==> src/rtl/joystick_db9_scanner.sv <==
// DB9 pad scanner: one SELECT sequence per frame, decoding Atari or Sega 3/6-button pads.
// JOY_SIXBUTTON_EN adds phases 2..7 for the 6-button handshake; otherwise the scan ends after p1.
module joystick_db9_scanner #(
  parameter int unsigned PHASE_CLKS = 280
) (
  input  logic       clk,
  input  logic       rst_n,
  input  logic       vertical_retrace_int_n,
  input  logic       joy_up,
  input  logic       joy_down,
  input  logic       joy_left,
  input  logic       joy_right,
  input  logic       joy_fire1,
  input  logic       joy_fire2,
  output logic       joy_select,
  output logic [4:0] db9joy_out,
  output logic [7:0] extra_buttons,
  output logic [1:0] pad_type,
  output logic       scan_done
);

  typedef enum logic [1:0] {S_IDLE, S_PHASE, S_UPDATE} state_t;

`ifdef JOY_SIXBUTTON_EN
  localparam logic [2:0] LAST_P = 3'd7;
`else
  localparam logic [2:0] LAST_P = 3'd1;
`endif
  localparam logic [15:0] LAST_CNT = 16'(PHASE_CLKS - 1);

  // Pin order: [5]U [4]D [3]L [2]R [1]fire1 [0]fire2
  logic [5:0]  pin_s1, pin_s2;
  logic [2:0]  vr_s;
  logic        trig;
  state_t      state;
  logic [2:0]  phase;
  logic [15:0] cnt;

  logic       sega_det, a_s, start_s, p1_f1, p1_f2;
  logic [3:0] dir_s;
  logic       six_pad;
  logic [3:0] hi_btn;

  always_ff @(posedge clk) begin
    if (!rst_n) begin
      pin_s1 <= 6'h3F;
      pin_s2 <= 6'h3F;
      vr_s   <= 3'b111;
    end else begin
      pin_s1 <= {joy_up, joy_down, joy_left, joy_right, joy_fire1, joy_fire2};
      pin_s2 <= pin_s1;
      vr_s   <= {vr_s[1:0], vertical_retrace_int_n};
    end
  end

  assign trig = vr_s[2] & ~vr_s[1];

`ifdef JOY_SIXBUTTON_EN
  logic       six_det;
  logic [3:0] zyxm;

  always_ff @(posedge clk) begin
    if (!rst_n) begin
      six_det <= 1'b0;
      zyxm    <= 4'h0;
    end else if (state == S_PHASE && cnt == LAST_CNT) begin
      if (phase == 3'd4) six_det <= (pin_s2[5:2] == 4'b0000);
      if (phase == 3'd5) zyxm    <= ~pin_s2[5:2];
    end
  end

  assign six_pad = sega_det & six_det;
  assign hi_btn  = six_pad ? {zyxm[0], zyxm[1], zyxm[2], zyxm[3]} : 4'h0;
`else
  assign six_pad = 1'b0;
  assign hi_btn  = 4'h0;
`endif

  always_ff @(posedge clk) begin
    if (!rst_n) begin
      state         <= S_IDLE;
      phase         <= 3'd0;
      cnt           <= 16'd0;
      joy_select    <= 1'b1;
      db9joy_out    <= 5'h1F;
      extra_buttons <= 8'h00;
      pad_type      <= 2'b00;
      scan_done     <= 1'b0;
      sega_det      <= 1'b0;
      a_s           <= 1'b0;
      start_s       <= 1'b0;
      p1_f1         <= 1'b1;
      p1_f2         <= 1'b1;
      dir_s         <= 4'hF;
    end else begin
      scan_done <= 1'b0;
      case (state)
        S_IDLE: begin
          if (trig) begin
            state      <= S_PHASE;
            phase      <= 3'd0;
            cnt        <= 16'd0;
            joy_select <= 1'b0;
          end
        end
        S_PHASE: begin
          if (cnt == LAST_CNT) begin
            cnt <= 16'd0;
            case (phase)
              3'd0: begin
                sega_det <= ~pin_s2[3] & ~pin_s2[2];
                a_s      <= ~pin_s2[1];
                start_s  <= ~pin_s2[0];
              end
              3'd1: begin
                dir_s <= pin_s2[5:2];
                p1_f1 <= pin_s2[1];
                p1_f2 <= pin_s2[0];
              end
              default: ;
            endcase
            if (phase == LAST_P) begin
              state      <= S_UPDATE;
              joy_select <= 1'b1;
            end else begin
              phase      <= phase + 3'd1;
              joy_select <= ~phase[0];  // next phase odd => SELECT high
            end
          end else begin
            cnt <= cnt + 16'd1;
          end
        end
        S_UPDATE: begin
          state     <= S_IDLE;
          scan_done <= 1'b1;
          if (sega_det) begin
            db9joy_out    <= {p1_f1 & p1_f2, dir_s};
            extra_buttons <= {hi_btn, start_s, a_s, ~p1_f2, ~p1_f1};
            pad_type      <= six_pad ? 2'b10 : 2'b01;
          end else begin
            db9joy_out    <= {p1_f1, dir_s};
            extra_buttons <= 8'h00;
            pad_type      <= 2'b00;
          end
        end
        default: state <= S_IDLE;
      endcase
    end
  end

endmodule

==> config.mk <==
export PLATFORM = sky130hd
export DESIGN_NAME = joystick_db9_scanner
export DESIGN_NICKNAME = d
export VERILOG_FILES = /design/src/rtl/joystick_db9_scanner.sv
export SDC_FILE = /design/constraint.sdc
export NUM_CORES = 1
export LEC_CHECK = 0
export BUFFER_PORTS_ARGS = -buffer_cell sky130_fd_sc_hd__buf_4
export CORE_ASPECT_RATIO = 1.4
export CORE_MARGIN = 4
export CORE_UTILIZATION = 46
export CTS_BUF_LIST = sky130_fd_sc_hd__clkbuf_16
export DETAILED_ROUTE_END_ITERATION = 12
export PLACE_DENSITY = 0.75
export SLEW_MARGIN = 20
export SYNTH_ARGS = -nofsm -noshare
export SYNTH_HDL_FRONTEND = slang
export SYNTH_SLANG_ARGS = --single-unit
==> constraint.sdc <==
create_clock -name clk -period 2.5 [get_ports clk]
set_clock_uncertainty 0.15 [all_clocks]
set_input_delay 0.5 -clock clk [delete_from_list [all_inputs] [get_ports clk]]
set_output_delay 0.5 -clock clk [all_outputs]
set_load 0.005 [all_outputs]
Word level (Yosys, flattened, before mapping)
Cells that the tools add are included.
{"block": "totals", "register_bits": 62, "out_inout_bits": 17, "wordCells": 66}
{"block": "op_classes", "addsub": 2, "eq_ne": 8, "muxes": 19, "bitwise_logic": 11, "reduce_logical": 9}
{"operator": "$mux 16", "n": 2}
{"operator": "$pmux 16 s2", "n": 1}
{"operator": "$add 16x1->16 const B", "n": 1}
{"operator": "$eq 16x9->1 const B", "n": 1}
{"operator": "$reduce_and 3->1", "n": 4}
{"operator": "$mux 3", "n": 3}
{"operator": "$ne 2x2->1 const B", "n": 4}
{"operator": "$not 1->1", "n": 8}
{"operator": "$mux 2", "n": 3}
{"operator": "$pmux 3 s2", "n": 1}
{"operator": "$mux 1", "n": 5}
{"operator": "$mux 5", "n": 1}
{"operator": "$mux 4", "n": 1}
{"operator": "$pmux 2 s2", "n": 1}
{"operator": "$reduce_and 4->1", "n": 1}
{"operator": "$add 3x1->3 const B", "n": 1}
{"operator": "$and 1x1->1", "n": 3}
{"operator": "$eq 3x1->1 const B", "n": 1}
{"operator": "$logic_not 3->1", "n": 1}
{"operator": "$eq 2x1->1 const B", "n": 1}
{"operator": "$eq 2x2->1 const B", "n": 1}
{"operator": "$logic_not 2->1", "n": 1}
{"operator": "$pmux 1 s2", "n": 1}
{"operator": "$reduce_and 2->1", "n": 1}
{"operator": "$reduce_bool 2->1", "n": 1}

Depth between registers and ports, before layout
{"block": "logic_depth", "ltp_word": 4, "mapped_depth": 7, "ltp_nobuf": 6}

Least setup slack after synthesis
No wires, ideal clock.
{"block": "synth_path", "path_type": "register to register", "from": "register cnt[0]", "to": "register dir_s[2]", "setup_ns": 0.135, "arrival_ns": 1.754, "path_slack_ns": 0.461, "stages_incl_launch_ff": 7, "period_less_slack_ns": 2.039, "path_cell_list": "dfxtp_1 -> ha_1 -> nor4b_1 -> nand4_1 -> clkbuf_1 -> nor4_1 -> o21ai_0"}
{"block": "synth_between", "elab_chain_len": 2}
{"item": "from (decl)", "line_no": "37", "rtl": "logic [15:0] cnt;"}
{"item": "from (signal assigned)", "line_no": "130", "rtl": "cnt <= cnt + 16'd1;"}
{"item": "$eq 16x9->1", "line_no": "107", "rtl": "if (cnt == LAST_CNT) begin"}
{"item": "$reduce_and 3->1 (no line)"}
{"item": "to (signal assigned)", "line_no": "116", "rtl": "dir_s <= pin_s2[5:2];"}
{"item": "to (decl)", "line_no": "40", "rtl": "logic [3:0] dir_s;"}
No other way between the ends.
A chain may end at the register's enable or synchronous reset.

Final worst setup path
{"block": "layout_path", "from": "register cnt[0]", "to": "register phase[0]"}
{"block": "layout_between", "elab_chain_len": 3}
{"item": "$eq 16x9->1", "line_no": "107"}
{"item": "$ne 2x2->1 (no line)"}
{"item": "$reduce_and 4->1 (no line)"}
{"item": "to (signal assigned)", "line_no": "126", "rtl": "phase <= phase + 3'd1;"}
{"item": "to (decl)", "line_no": "36", "rtl": "logic [2:0] phase;"}
No other way between the ends.

==> out/summary.txt <==
Outcome - completed
Ys async rst share - 0%
Post-synthesis cell type count - 48
Final Slew Violations - 0
Net count, final - 305
Initial antenna violation count - 0
Die width - 69.3 um
CTS tree - built
Clk_lat worst skew - 0.33 ns
Cell Area, Placed - 0.00264 mm^2
Hold_buf cts - 0
Main flop type after synthesis - dfxtp_1
Register area - 0.00114 mm^2
Cells after synthesis - 268
Initial core utilization - 47.3%
Worst slew pin tran - 0.783 ns
Reg clk slew, reported paths - 0.05 ns
Synth top cells by count - 57 x dfxtp_1, 26 x nand2_1, 22 x nand2b_1, 17 x nand3_1, 15 x nor2_1
Total grt overflow - 0
Setup crit end kind - register
GRT Total Usage - 17.0%
Relative slew slack - 47.2%
First-pass GRT wire length - 8.71 mm
Vias - 1,941
DP HPWL - 3.41 mm
Post-synth EDFFs - 0
Buffers on Ports - 20
Ant diodes - 0
Yosys top cell area share - 47.1%
Final wirelength - 4.97 mm
Critical Path AT - 2.39 ns
CP max FO - 13
Die H - 93.8 um
Critical Path RT - 2.54 ns
TritonCTS Buffers - 9
Synth warn - 0
Pre-CTS setup slack - 0.214 ns
Pwr Density - 757 mW/mm^2
Io pins - 26
Critical Path Source - cnt[0]
Core area - 0.00512 mm^2
Area contributors post-synth - dfxtp_1 47%, nand2b_1 5.7%, nand2_1 4.0%, nand3_1 3.5%, xor2_1 2.5%
Final instance area - 0.00293 mm^2
P&R area growth vs syn - 21.2%
Die area - 0.00650 mm^2
Antenna Nets Post-Route - 0
Hold Violations, Final - 0
Hold WC Path Type - in2reg
Worst Hold Depth - 2
CP Capture Point - phase[0]
Layout cells sized above 1 - 18.2%
Post-CTS Setup Repair Bufs - 0
RR Endpoint - phase[0]
Synthesized flop and latch total - 57
Avg Cell Area, Syn - 9.03 um^2
Post-layout util - 57.3%
Number of DRC markers in iteration 0 - 94
First drt pass iteration count - 5
Synthesized area - 0.00242 mm^2
Maximum vdd ir drop - 511 uV
RSZ-0062 raised after global routing - no
Pin count of the biggest net entering global routing - 38
Multi-input gate area - 0.00118 mm^2
Worst reg2reg path depth - 6
Number of global-route vias before repair - 1,922
Cell Rows - 31
Clock Path Buffers - 2
Most instantiated library cell after synthesis - dfxtp_1
Crit path kind - reg2reg
H-tree depth - 3
Post-synthesis sequential area ratio - 47.1%
Tmin final - 2.35 ns
DR DRC count - 0
Leakage - 0.00111 uW
Post-route setup TNS - 0 ns
Root buf cell - clkbuf_16
Final setup margin - 0.155 ns
Max frequency - 426 MHz
CTS resizes - 0
# fillers - 467
Tcrit/Tclk final - 93.8%
Startpoint Class - register
Final setup viols - 0
Via density - 5.35
Worst hold margin - 0.205 ns
Reg2reg setup slack - 0.15 ns
Routed length per instance - 13.7 um
Max_cap viols - 0
Sinks on the clock net - 57
GPL Wtd Cong - 0.896
Worst flop-to-flop path startpoint - cnt[0]
Dominant cell type by area after synthesis - dfxtp_1
## power breakdown
group | switching, uW | total [uW] | internal [uW]
clock | 419 | 1190 | 767
sequential | 13.7 | 941 | 927
combinational | 57.1 | 95.3 | 38.2
total | 490 | 2220 | 1730
## layout make-up
cell class                 instances  area share (%)
timing repair buffer              28            7.16
clock buffer                       9            7.68
tap                               66            2.81
clock inverter                     7            2.43
multi-input combinational        189            40.1
sequential                        57            38.9
inverter                           7           0.896
## routing by layer
metal  part of all wire (%)  track usage [%]
met2                     50             30.3
met5                      0                0
met4                    2.1             7.82
met1                     44             17.7
met3                    4.5             6.10
## metrics by stage
stage,power [uW],cells
2_1_floorplan,1020,272
3_3_place_gp,1050,347
3_5_place_dp,1050,347
4_1_cts,2240,363
5_1_grt,2290,363
6_report,2220,363
## worst min path at each step
stage / from / end / slack (ns)
2_1_floorplan: pin_s1[0] / pin_s2[0] / 0.24
3_5_place_dp: vr_s[0] / vr_s[1] / 0.24
3_3_place_gp: pin_s1[1] / pin_s2[1] / 0.24
6_report: joy_up / pin_s1[5] / 0.21
5_1_grt: vertical_retrace_int_n / vr_s[0] / 0.20
4_1_cts: joy_up / pin_s1[5] / 0.19
## state kept, by name, indices dropped and copies added, names as in the netlist, 2 cells and up
register	flops
cnt	16
db9joy_out	5
dir_s	4
extra_buttons	4
phase	3
pin_s1	6
pin_s2	6
state	2
vr_s	3
## critical path: stages (launching register included)
cell      delay (ns)
dfxtp_1         0.39
ha_1            0.26
nor4b_1         0.53
nand4_1         0.14
buf_4           0.22
a221oi_1        0.38
a211oi_1        0.14
## layout by cell type (no fill, tap or decap), types with 8 or more instances in the layout
| master | netlist | layout |
|---|---|---|
| a21oi_1 | 11 | 11 |
| nand3_1 | 17 | 17 |
| clkbuf_16 | 0 | 9 |
| buf_4 | 5 | 28 |
| dfxtp_1 | 57 | 57 |
| nand2_1 | 26 | 26 |
| nor2_1 | 15 | 15 |
| o21ai_0 | 10 | 10 |
| nand2b_1 | 22 | 22 |
| nor4_1 | 8 | 8 |
## cell families (layout without fill, tap and decap cells)
group	after synthesis	after routing	synth area share [%]
flops	57	57	47.1
xor+xnor	8	8	2.89
simple gates	121	121	28.3
other cells	1	5	0.155
compound gates	46	46	12.5
fa+ha+maj	4	4	2.07
buf+inv	26	51	4.86
mux	5	5	2.17
Power figures use the tool's default switching activity.
